<file path="config.mk">
export PLATFORM = sky130hd
export DESIGN_NAME = instr_controller_flat
export DESIGN_NICKNAME = d
export VERILOG_FILES = /design/src/rtl/instr_controller_if.sv /design/src/rtl/instr_controller.sv /design/src/flat_wrapper.sv
export SDC_FILE = /design/constraint.sdc
export NUM_CORES = 1
export LEC_CHECK = 0
export CELL_PAD_IN_SITES_DETAIL_PLACEMENT = 1
export CELL_PAD_IN_SITES_GLOBAL_PLACEMENT = 1
export CORE_ASPECT_RATIO = 2
export CORE_MARGIN = 2
export CORE_UTILIZATION = 30
export DETAILED_ROUTE_END_ITERATION = 8
export PLACE_DENSITY = 0.93
export SLEW_MARGIN = 0
export SYNTH_ARGS = -nofsm -noshare
export SYNTH_HDL_FRONTEND = slang
export SYNTH_SLANG_ARGS = --single-unit
</file>
<file path="constraint.sdc">
create_clock -name clk -period 2.3 [get_ports clk]
set_input_delay 0.69 -clock clk [delete_from_list [all_inputs] [get_ports clk]]
set_output_delay 0.69 -clock clk [all_outputs]
set_load 0.02 [all_outputs]
</file>
<file path="src/rtl/instr_controller_if.sv">
// Bus between instruction source and the instruction controller: the start and
// load handshake, the instruction word, and the datapath control strobes.
interface instr_controller_if #(
  parameter int WIDTH = 16
);
  logic             s;
  logic             load;
  logic [WIDTH-1:0] instr;
  logic             w;
  logic             illegal;
  logic [2:0]       readnum;
  logic [2:0]       writenum;
  logic [1:0]       vsel;
  logic             loada;
  logic             loadb;
  logic             loadc;
  logic             loads;
  logic             write;
  logic             asel;
  logic             bsel;
  logic [1:0]       shift;
  logic [1:0]       ALUop;
  logic [WIDTH-1:0] sximm5;
  logic [WIDTH-1:0] sximm8;

  modport master (
    output s, load, instr,
    input  w, illegal, readnum, writenum, vsel, loada, loadb, loadc, loads,
           write, asel, bsel, shift, ALUop, sximm5, sximm8
  );

  modport slave (
    input  s, load, instr,
    output w, illegal, readnum, writenum, vsel, loada, loadb, loadc, loads,
           write, asel, bsel, shift, ALUop, sximm5, sximm8
  );
endinterface

</file>
<file path="src/rtl/instr_controller.sv">
// Instruction controller: holds the instruction register, classifies the
// instruction and walks a Moore FSM that issues one datapath strobe sequence
// per started instruction. All outputs derive from state and IR only.
module instr_controller #(
  parameter int WIDTH = 16
) (
  input  logic                clk,
  input  logic                reset,
  instr_controller_if.slave   ctl_if
);

  typedef enum logic [2:0] {
    S_WAIT, S_DECODE, S_GET_A, S_GET_B, S_EXEC, S_WR_REG, S_WR_IMM
  } state_t;

  typedef enum logic [2:0] {
    C_MOVI, C_MOVR, C_ADD, C_CMP, C_AND, C_MVN, C_ILL
  } iclass_t;

  state_t           state_q, state_d;
  logic [WIDTH-1:0] ir_q, ir_d;
  iclass_t          cls;

  logic [2:0] opcode;
  logic [1:0] op;
  logic [2:0] rn, rd, rm;
  logic [1:0] sh;

  assign opcode = ir_q[15:13];
  assign op     = ir_q[12:11];
  assign rn     = ir_q[10:8];
  assign rd     = ir_q[7:5];
  assign sh     = ir_q[4:3];
  assign rm     = ir_q[2:0];

  assign ctl_if.sximm8 = {{(WIDTH-8){ir_q[7]}}, ir_q[7:0]};
  assign ctl_if.sximm5 = {{(WIDTH-5){ir_q[4]}}, ir_q[4:0]};

  // Classify the held instruction; unlisted opcode/op pairs are illegal.
  always_comb begin
    cls = C_ILL;
    if (opcode == 3'b110) begin
      if (op == 2'b10)      cls = C_MOVI;
      else if (op == 2'b00) cls = C_MOVR;
    end else if (opcode == 3'b101) begin
      case (op)
        2'b00:   cls = C_ADD;
        2'b01:   cls = C_CMP;
        2'b10:   cls = C_AND;
        default: cls = C_MVN;
      endcase
    end
  end

  // IR accepts a new word only while idle, so a busy instruction cannot be corrupted.
  always_comb begin
    ir_d = ir_q;
    if (ctl_if.load && state_q == S_WAIT) ir_d = ctl_if.instr;
  end

  // State and instruction registers.
  always_ff @(posedge clk or posedge reset) begin
    if (reset) begin
      state_q <= S_WAIT;
      ir_q    <= '0;
    end else begin
      state_q <= state_d;
      ir_q    <= ir_d;
    end
  end

  // Next-state and Moore outputs.
  always_comb begin
    state_d         = state_q;
    ctl_if.w        = 1'b0;
    ctl_if.illegal  = 1'b0;
    ctl_if.readnum  = 3'b000;
    ctl_if.writenum = 3'b000;
    ctl_if.vsel     = 2'b00;
    ctl_if.loada    = 1'b0;
    ctl_if.loadb    = 1'b0;
    ctl_if.loadc    = 1'b0;
    ctl_if.loads    = 1'b0;
    ctl_if.write    = 1'b0;
    ctl_if.asel     = 1'b0;
    ctl_if.bsel     = 1'b0;
    ctl_if.shift    = 2'b00;
    ctl_if.ALUop    = 2'b00;
    case (state_q)
      S_WAIT: begin
        ctl_if.w = 1'b1;
        if (ctl_if.s) state_d = S_DECODE;
      end
      S_DECODE: begin
        case (cls)
          C_MOVI:         state_d = S_WR_IMM;
          C_MOVR, C_MVN:  state_d = S_GET_B;
          C_ADD, C_CMP,
          C_AND:          state_d = S_GET_A;
          default: begin
            ctl_if.illegal = 1'b1;
            state_d        = S_WAIT;
          end
        endcase
      end
      S_GET_A: begin
        ctl_if.readnum = rn;
        ctl_if.loada   = 1'b1;
        state_d        = S_GET_B;
      end
      S_GET_B: begin
        ctl_if.readnum = rm;
        ctl_if.loadb   = 1'b1;
        state_d        = S_EXEC;
      end
      S_EXEC: begin
        ctl_if.shift = sh;
        if (cls == C_CMP) begin
          ctl_if.ALUop = 2'b01;
          ctl_if.loads = 1'b1;
          state_d      = S_WAIT;
        end else begin
          // MOV reg passes B through by zeroing A and adding.
          ctl_if.asel  = (cls == C_MOVR);
          ctl_if.ALUop = (cls == C_MOVR) ? 2'b00 : op;
          ctl_if.loadc = 1'b1;
          state_d      = S_WR_REG;
        end
      end
      S_WR_REG: begin
        ctl_if.writenum = rd;
        ctl_if.write    = 1'b1;
        state_d         = S_WAIT;
      end
      S_WR_IMM: begin
        ctl_if.writenum = rn;
        ctl_if.vsel     = 2'b10;
        ctl_if.write    = 1'b1;
        state_d         = S_WAIT;
      end
      default: state_d = S_WAIT;
    endcase
  end

endmodule
</file>
<file path="src/flat_wrapper.sv">
// flat-port wrapper written by rule: the top's interface ports become plain ports
module instr_controller_flat 
#(
  parameter int WIDTH = 16
)
  (clk, reset, ctl_if_s, ctl_if_load, ctl_if_instr, ctl_if_w, ctl_if_illegal, ctl_if_readnum, ctl_if_writenum, ctl_if_vsel, ctl_if_loada, ctl_if_loadb, ctl_if_loadc, ctl_if_loads, ctl_if_write, ctl_if_asel, ctl_if_bsel, ctl_if_shift, ctl_if_ALUop, ctl_if_sximm5, ctl_if_sximm8);
  instr_controller_if #(.WIDTH(WIDTH)) ctl_if_i ();
  input  logic clk;
  input  logic reset;
  input wire logic [$bits(ctl_if_i.s)-1:0] ctl_if_s;
  input wire logic [$bits(ctl_if_i.load)-1:0] ctl_if_load;
  input wire logic [$bits(ctl_if_i.instr)-1:0] ctl_if_instr;
  output wire logic [$bits(ctl_if_i.w)-1:0] ctl_if_w;
  output wire logic [$bits(ctl_if_i.illegal)-1:0] ctl_if_illegal;
  output wire logic [$bits(ctl_if_i.readnum)-1:0] ctl_if_readnum;
  output wire logic [$bits(ctl_if_i.writenum)-1:0] ctl_if_writenum;
  output wire logic [$bits(ctl_if_i.vsel)-1:0] ctl_if_vsel;
  output wire logic [$bits(ctl_if_i.loada)-1:0] ctl_if_loada;
  output wire logic [$bits(ctl_if_i.loadb)-1:0] ctl_if_loadb;
  output wire logic [$bits(ctl_if_i.loadc)-1:0] ctl_if_loadc;
  output wire logic [$bits(ctl_if_i.loads)-1:0] ctl_if_loads;
  output wire logic [$bits(ctl_if_i.write)-1:0] ctl_if_write;
  output wire logic [$bits(ctl_if_i.asel)-1:0] ctl_if_asel;
  output wire logic [$bits(ctl_if_i.bsel)-1:0] ctl_if_bsel;
  output wire logic [$bits(ctl_if_i.shift)-1:0] ctl_if_shift;
  output wire logic [$bits(ctl_if_i.ALUop)-1:0] ctl_if_ALUop;
  output wire logic [$bits(ctl_if_i.sximm5)-1:0] ctl_if_sximm5;
  output wire logic [$bits(ctl_if_i.sximm8)-1:0] ctl_if_sximm8;
  assign ctl_if_i.s = ctl_if_s;
  assign ctl_if_i.load = ctl_if_load;
  assign ctl_if_i.instr = ctl_if_instr;
  assign ctl_if_w = ctl_if_i.w;
  assign ctl_if_illegal = ctl_if_i.illegal;
  assign ctl_if_readnum = ctl_if_i.readnum;
  assign ctl_if_writenum = ctl_if_i.writenum;
  assign ctl_if_vsel = ctl_if_i.vsel;
  assign ctl_if_loada = ctl_if_i.loada;
  assign ctl_if_loadb = ctl_if_i.loadb;
  assign ctl_if_loadc = ctl_if_i.loadc;
  assign ctl_if_loads = ctl_if_i.loads;
  assign ctl_if_write = ctl_if_i.write;
  assign ctl_if_asel = ctl_if_i.asel;
  assign ctl_if_bsel = ctl_if_i.bsel;
  assign ctl_if_shift = ctl_if_i.shift;
  assign ctl_if_ALUop = ctl_if_i.ALUop;
  assign ctl_if_sximm5 = ctl_if_i.sximm5;
  assign ctl_if_sximm8 = ctl_if_i.sximm8;
  instr_controller #(.WIDTH(WIDTH)) u_core (.clk(clk), .reset(reset), .ctl_if(ctl_if_i));
endmodule
</file>
==> Word level (Yosys, flattened, before mapping) <==
Cells that the tools add are included.
{ "op_classes": {"n_reduce_logical": 8, "mux": 28, "n_eq_ne": 16} }
{ "ops": {"columns": ["operator", "n"], "rows": [
  ["equality test 3 bit, second input constant", 7],
  ["two-way mux 3 bit", 6],
  ["case mux 3 bit (3 select lines)", 2],
  ["case mux 3 bit (5 select lines)", 1],
  ["equality test 3 x 2 -> 1 bit, second input constant", 4],
  ["two-way mux 1 bit", 12],
  ["case mux 3 bit (2 select lines)", 2],
  ["two-way mux 2 bit", 5],
  ["equality test 3 x 1 -> 1 bit, second input constant", 2],
  ["logical NOT 3 bit", 2],
  ["OR reduction 6 bit", 1],
  ["OR reduction 2 bit", 2],
  ["OR reduction 3 bit", 1],
  ["equality test 2 x 1 -> 1 bit, second input constant", 1],
  ["equality test 2 bit, second input constant", 1],
  ["logical NOT 2 bit", 1],
  ["!= test 2 bit, second input constant", 1],
  ["logical AND 1 bit", 1]
]} }
{ "word_totals": {"register_bits": 19, "word_cells": 54} }

==> Logic depth before layout (Yosys ltp) <==
Gate-level depths: netlist of the first run.
{ "depth": {"ltp_word": 8, "ltp_mapped": 6, "mapped_depth_nobuf": 3} }

==> Worst setup path after synthesis of the first run <==
No wires, ideal clock.
{ "synth_timing": {"path_type": "register to output", "start": "reg u_core.state_q[0]", "end": "out ctl_if_loads", "path_slack_ns": 0.178, "stages_incl_launch_ff": 4, "required_ns": 1.610, "arrival_ns": 1.432, "path_cell_list": "dfrtp_1 > buf_6 > nor3b_1 > nor3b_1"} }
{ "synth_between": {"elab_chain_len": 2} }
{ "synth_rtl": {"columns": ["element", "line", "text"], "rows": [
  ["start: declaration", "instr_controller.sv:20", "state_t state_q, state_d;"],
  ["start signal: assignment", "instr_controller.sv:67", "state_q <= state_d;"],
  ["equality test 3 bit", "instr_controller.sv:89", "case (state_q)"],
  ["two-way mux 1 bit", "instr_controller.sv:89", null],
  ["end: declaration", "flat_wrapper.sv:21", "output wire logic [$bits(ctl_if_i.loads)-1:0] ctl_if_loads;"]
]} }
Every way passes these cells.

==> Worst setup path in the final report of the first run <==
{ "layout_timing": {"start": "reg u_core.state_q[0]", "end": "out ctl_if_loadb"} }
{ "layout_between": {"elab_chain_len": 2} }
{ "layout_rtl": {"columns": ["element", "line", "text"], "rows": [
  ["equality test 3 x 2 -> 1 bit", "instr_controller.sv:89", null],
  ["two-way mux 1 bit", "instr_controller.sv:89", null],
  ["end: declaration", "flat_wrapper.sv:19", "output wire logic [$bits(ctl_if_i.loadb)-1:0] ctl_if_loadb;"]
]} }
Every way passes these cells.

==> flow_summary.toml, run 1 <==
[status]
status = "complete, no violations"

[worst_setup_path]
reg2reg_slack_ns = 0.64
critPathRequiredTime_ns = 1.61
r2r_end = "u_core.ir_q[8]"
start_kind = "flop"
crit_path_end_kind = "output pin"
crit_end = "ctl_if_loadb"
crit_type = "flop to output pin"
r2r_start = "u_core.state_q[0]"
arrival_ns = 1.55
reg2reg_depth = 4
crit_fanout = 7
startpoint = "u_core.state_q[0]"

[synth]
synth_area_leaders = "dfrtp_1 (36%), buf_4 (20%), mux2_4 (12%)"
synth_area_per_cell_um2 = 10.8
synth-edff-count = 0
yosysWarnings = 0
synth_top_area_share_pct = 36.4
synth_most_common_cell = "buf_4"
synth-seq-cells = 19
ys_top_cells_by_count = "buf_4 (34), dfrtp_1 (19), mux2_4 (10), nor2_1 (9), mux2_2 (6)"
ys_seq_area_share_pct = 36.4
netlist_area_um2 = 1310
synth_top_cell_by_area = "dfrtp_1"
synth_ff_type = "dfrtp_1"
synthCells = 121
ys_async_sr_fraction_pct = 100
yosysUniqueCellTypes = 30

[route]
vias_per_cell = 4.51
wl_mm = 3.61
drt-wirelength-per-cell_um = 15.9
drc = 0
ant_nets = 0
dr.pass1.iters = 3
via_count = 1024
drt_iter0_drc = 3

[min_path]
holdPathStages = 1
min_path_type = "flop to flop"
hold_start = "u_core.state_q[2]"

[global_routing]
grt_overflow = 0
grt.total_usage_pct = 15.3
grt_pass1_wl_mm = 5.73
grt_max_degree = 20
antenna_found_initial = 0
grt_pass1_vias = 1124

[timing]
fin_ws_ns = 0.0595
tns_ns = 0
fmax_mhz = 446
hold_viol_final = 0
period_share_pct = 97.4
drv_slew = 0
rsz0062_at_grt = "false"
min_period_ns = 2.24
clock_skew_ns = 0.00123
setup_viol = 0

[placed_design]
placed_cells = 223
pre_cts_slack_ns = -0.0482
place_hpwl_mm = 2.81
io_buffers = 70
routabilityCongestion = 0.846

[clock_network]
post_cts_buffers = 0
hold_buffers = 0
clock_sinks = 19
htreeDepth = 1
clock_latency_ns = 0.26
cts-root-buf = "clkbuf_8"
cts_tree = "done"
clockBufferDepth = 2
path_clk_slew_ns = 0.07
cts_made_buffers = 3

[power]
p_leak_nw = 0.846
peakVddDrop_mv = 0.663
swShare_pct = 42.9
seqPwrFrac_pct = 25.6
power_mw = 2.77
power_frac_clock_pct = 8.3
p_sw_mw = 1.19
p_comb_share_pct = 66.1
p_int_mw = 1.58
power.density_nw_per_um2 = 1470

[floorplanning]
chipWidth_um = 50.6
ios = 73
dieArea_um2 = 4930
core_area_um2 = 4250
die_y_um = 97.3
start_util_pct = 30.7
rows = 34

[layout]
nets = 194
fin_util_pct = 44.3
antenna_cells = 0
final_cells = 227
area.growth.synth_to_final_pct = 44.3
drive_gt1_share_pct = 29.5

[run]
drv_cap = 0
layer usage:
layer | GRT usage (%) | share of wire (%) | vias up
li1 | - | - | 480
met1 | 17.3 | 38 | 489
met2 | 27.3 | 54 | 50
met3 | 2.92 | 6.0 | 5
met4 | 5.61 | 1.4 | 0
met5 | 0 | 0 | -
through the flow:
step                      hold WS, ns  area (µm²)
after global routing            0.575        1880
after CTS                       0.541        1920
after global placement          0.519        1880
after floorplan                 0.503        1310
after detailed placement        0.534        1880
final                           0.541        1880
power by group through the flow:
stage	clock network (mW)	logic, mW	registers (mW)
6_report	0.230	1.83	0.710
4_1_cts	0.238	1.86	0.708
5_1_grt	0.253	1.93	0.742
2_1_floorplan	0	1.40	0.659
3_5_place_dp	0	1.88	0.706
3_3_place_gp	0	1.83	0.681
worst min path at each step:
stage / end / slack (ns)
after global routing: u_core.state_q[1] / 0.58
after floorplan: u_core.ir_q[10] / 0.50
after detailed placement: u_core.state_q[1] / 0.53
after CTS: u_core.state_q[1] / 0.54
after global placement: u_core.state_q[1] / 0.52
final: u_core.state_q[1] / 0.54
cell type report:
type                       count  area [µm²]
multi-input combinational     63         537
tap                           54        67.6
timing repair buffer          84         746
clock buffer                   4        45.0
fill                         503        2370
inverter                       3        11.3
sequential                    19         477
registers in the layout, indices dropped and copies added (netlist names):
| register | cells |
|---|---|
| u_core.ir_q | 16 |
| u_core.state_q | 3 |
placed cells by master (no fill, tap or decap), types with 2 or more instances in the layout:
cell	count
nor3b_2	2
nor2_1	9
clkdlybuf4s15_1	4
clkdlybuf4s50_1	51
dfrtp_1	18
inv_1	3
clkbuf_8	3
mux2i_1	3
nor2b_1	2
conb_1	2
mux2_2	6
and4b_1	2
and2_1	5
dlygate4sd2_1	4
o21ai_0	2
a22oi_1	3
clkbuf_2	10
mux2_4	10
nand2_1	2
buf_4	14
cells by family (layout without fill, tap and decap cells):
kind of cell	count (synthesis)	after routing	share of synthesized area (%)
buffers and inverters	40	91	23.7
multiplexers	19	19	19.0
other	1	2	0.287
AND/OR/NAND/NOR	33	33	15.7
AO/OA/AOI/OAI	9	9	4.89
flip-flops	19	19	36.4
critical path, cell delays in order (launching register included):
cell and delay, ns:
dfrtp_1 0.42, buf_4 0.19, and2b_2 0.21, and2_1 0.17, clkdlybuf4s15_1 0.30
timing repair:
| action | in CTS | in global routing |
|---|---|---|
| resized for setup | 28 | 23 |
| endpoints found under the hold margin | 0 | 0 |
| pin swaps | 0 | 0 |
| endpoints found under the setup margin | 19 | 25 |
| gates cloned | 0 | 0 |
Power figures use the tool's default switching activity.
==> inputs of run 2 (changes only) <==
--- a/config.mk
+++ b/config.mk
@@ -9,9 +9,10 @@
 export CELL_PAD_IN_SITES_GLOBAL_PLACEMENT = 1
 export CORE_ASPECT_RATIO = 2
 export CORE_MARGIN = 2
-export CORE_UTILIZATION = 30
+export CORE_UTILIZATION = 25
 export DETAILED_ROUTE_END_ITERATION = 8
-export PLACE_DENSITY = 0.93
+export GPL_TIMING_DRIVEN = 0
+export PLACE_DENSITY = 0.84
 export SLEW_MARGIN = 0
 export SYNTH_ARGS = -nofsm -noshare
 export SYNTH_HDL_FRONTEND = slang
==> constraint.sdc (replaced) <==
create_clock -name clk -period 2 [get_ports clk]
set_input_delay 0.6 -clock clk [delete_from_list [all_inputs] [get_ports clk]]
set_output_delay 0.6 -clock clk [all_outputs]
set_load 0.02 [all_outputs]
==> run 2 against run 1 <==
Against the previous run:
- the flow now finishes with violations (negative setup slack)
- largest cell class unchanged
- largest power group unchanged
- die area up 19%
- combinational power up 45%
- clock skew up 0.0036 ns
- cell count up 20%
- sequential power up 14%
- flip-flop and latch count unchanged
==> flow_summary.toml, run 2 (same netlist as run 1, synthesis figures left out) <==
[worst_setup_path]
reg2reg_depth = 7
start_kind = "flop"
crit_fanout = 5
arrival_ns = 1.43
crit_type = "flop to output pin"
critPathRequiredTime_ns = 1.40
crit_path_end_kind = "output pin"

[floorplanning]
die_y_um = 106
chipWidth_um = 55.1
ios = 73
core_area_um2 = 5090
dieArea_um2 = 5850
start_util_pct = 25.6
rows = 37

[status]
status = "finished with violations"
violations = "negative setup slack"

[clock_network]
clock_latency_ns = 0.26
hold_buffers = 0
clock_sinks = 19
cts_tree = "done"
cts_made_buffers = 3
cts-root-buf = "clkbuf_8"
htreeDepth = 1
clockBufferDepth = 2
path_clk_slew_ns = 0.08

[route]
vias_per_cell = 4.20
dr.pass1.iters = 3
via_count = 1146
wl_mm = 3.96
drt_iter0_drc = 9
ant_nets = 0
drc = 0
drt-wirelength-per-cell_um = 14.5

[min_path]
holdPathStages = 1
min_path_type = "flop to flop"

[layout]
area.growth.synth_to_final_pct = 72.4
final_cell_mix = "buf_4 (65), dlygate4sd2_1 (20), clkdlybuf4s50_1 (19)"
drive_gt1_share_pct = 58.6
final_common_cell = "buf_4"
nets = 236
nFillCells = 594
fin_area_um2 = 2250
largest_reg_flops = 16
largest-register = "u_core.ir_q"
top_regs = "u_core.ir_q x16, u_core.state_q x3"
antenna_cells = 0

[timing]
setup_viol = 1
period_share_pct = 101
fin_ws_ns = -0.0292
hold_viol_final = 0
timing.hold.ws_ns = 0.545
clock_skew_ns = 0.00481
relSlewSlack_pct = 48.6
drv_slew = 0
worstMarginPinSlew_ns = 0.770
fmax_mhz = 493
tns_ns = -0.0292
rsz0062_at_grt = "true"
min_period_ns = 2.03

[placed_design]
place_hpwl_mm = 2.87
place_area_um2 = 2090
routabilityCongestion = 0.753
io_buffers = 70

[global_routing]
grt_pass1_vias = 1180
grt_pass1_wl_mm = 6.02
grt_overflow = 0
grt_max_degree = 20
grt.total_usage_pct = 14.0
antenna_found_initial = 0

[run]
drv_cap = 0

[power]
power.density_nw_per_um2 = 1660
p_leak_nw = 1.13
peakVddDrop_mv = 0.762
## run 2: cell types whose count changed in the layout (fill, tap and decap cells not counted), sizes merged, moves of 2 or more
cell,previous run,this run
clkdlybuf4s15,4,1
dlymetal6s2s,0,2
clkdlybuf4s50,51,19
buf,15,83
clkbuf,14,4
dlygate4sd2,4,20
## run 2: power by group
part / internal [mW] / switching [mW]
Clock: 0.140 / 0.136
Sequential: 0.579 / 0.228
Combinational: 1.48 / 1.17
Total: 2.20 / 1.53
## run 2: final cells by class
type                       instances  area, µm²  area share (%)
buffer                            37        298            13.2
multi-input combinational         63        584            26.0
inverter                           3       11.3           0.501
clock buffer                       3       41.3            1.84
timing repair buffer              89        752            33.4
sequential                        19        483            21.5
clock inverter                     1       7.51           0.334
tap                               58       72.6            3.23
## run 2: path summary, 6_finish.rpt
| path | startpoint | end | slack [ns] |
|---|---|---|---|
| max | u_core.ir_q[11] | ctl_if_asel | -0.03 |
| min | u_core.ir_q[8] | u_core.ir_q[8] | 0.54 |
| min in group asynchronous | reset | u_core.ir_q[3] | 0.79 |
| max in group asynchronous | reset | u_core.state_q[1] | 0.68 |
| min reg2reg | u_core.ir_q[8] | u_core.ir_q[8] | 0.54 |
| max reg2reg | u_core.state_q[0] | u_core.ir_q[13] | 0.30 |
## run 2: per-layer routing
layer	GRT usage, %	wire length, µm
met2	25.3	2320
met4	3.31	50
met1	16.2	1470
met3	2.25	126
met5	0	0
## run 2: stage by stage
step           std cells  setup WS, ns  total power, mW  utilization (%)
2_1_floorplan        122         0.147             2.37                -
3_3_place_gp         250        -0.679             3.32             41.0
3_5_place_dp         250        -0.682             3.38             41.0
4_1_cts              269        -0.107             3.67             43.0
5_1_grt              273       -0.0968             3.96             44.2
6_report             273       -0.0292             3.74             44.2
## run 2: timing repair
action                     in CTS  in global routing
pin swaps                       2                  4
buffers inserted               15                  4
resized for setup             120                 24
setup endpoints to repair      48                 16
## run 2: worst max-delay path, stage by stage (launching register included)
cell	delay, ns
dfrtp_2	0.46
nor3b_4	0.23
buf_4	0.14
and4b_1	0.20
buf_4	0.14
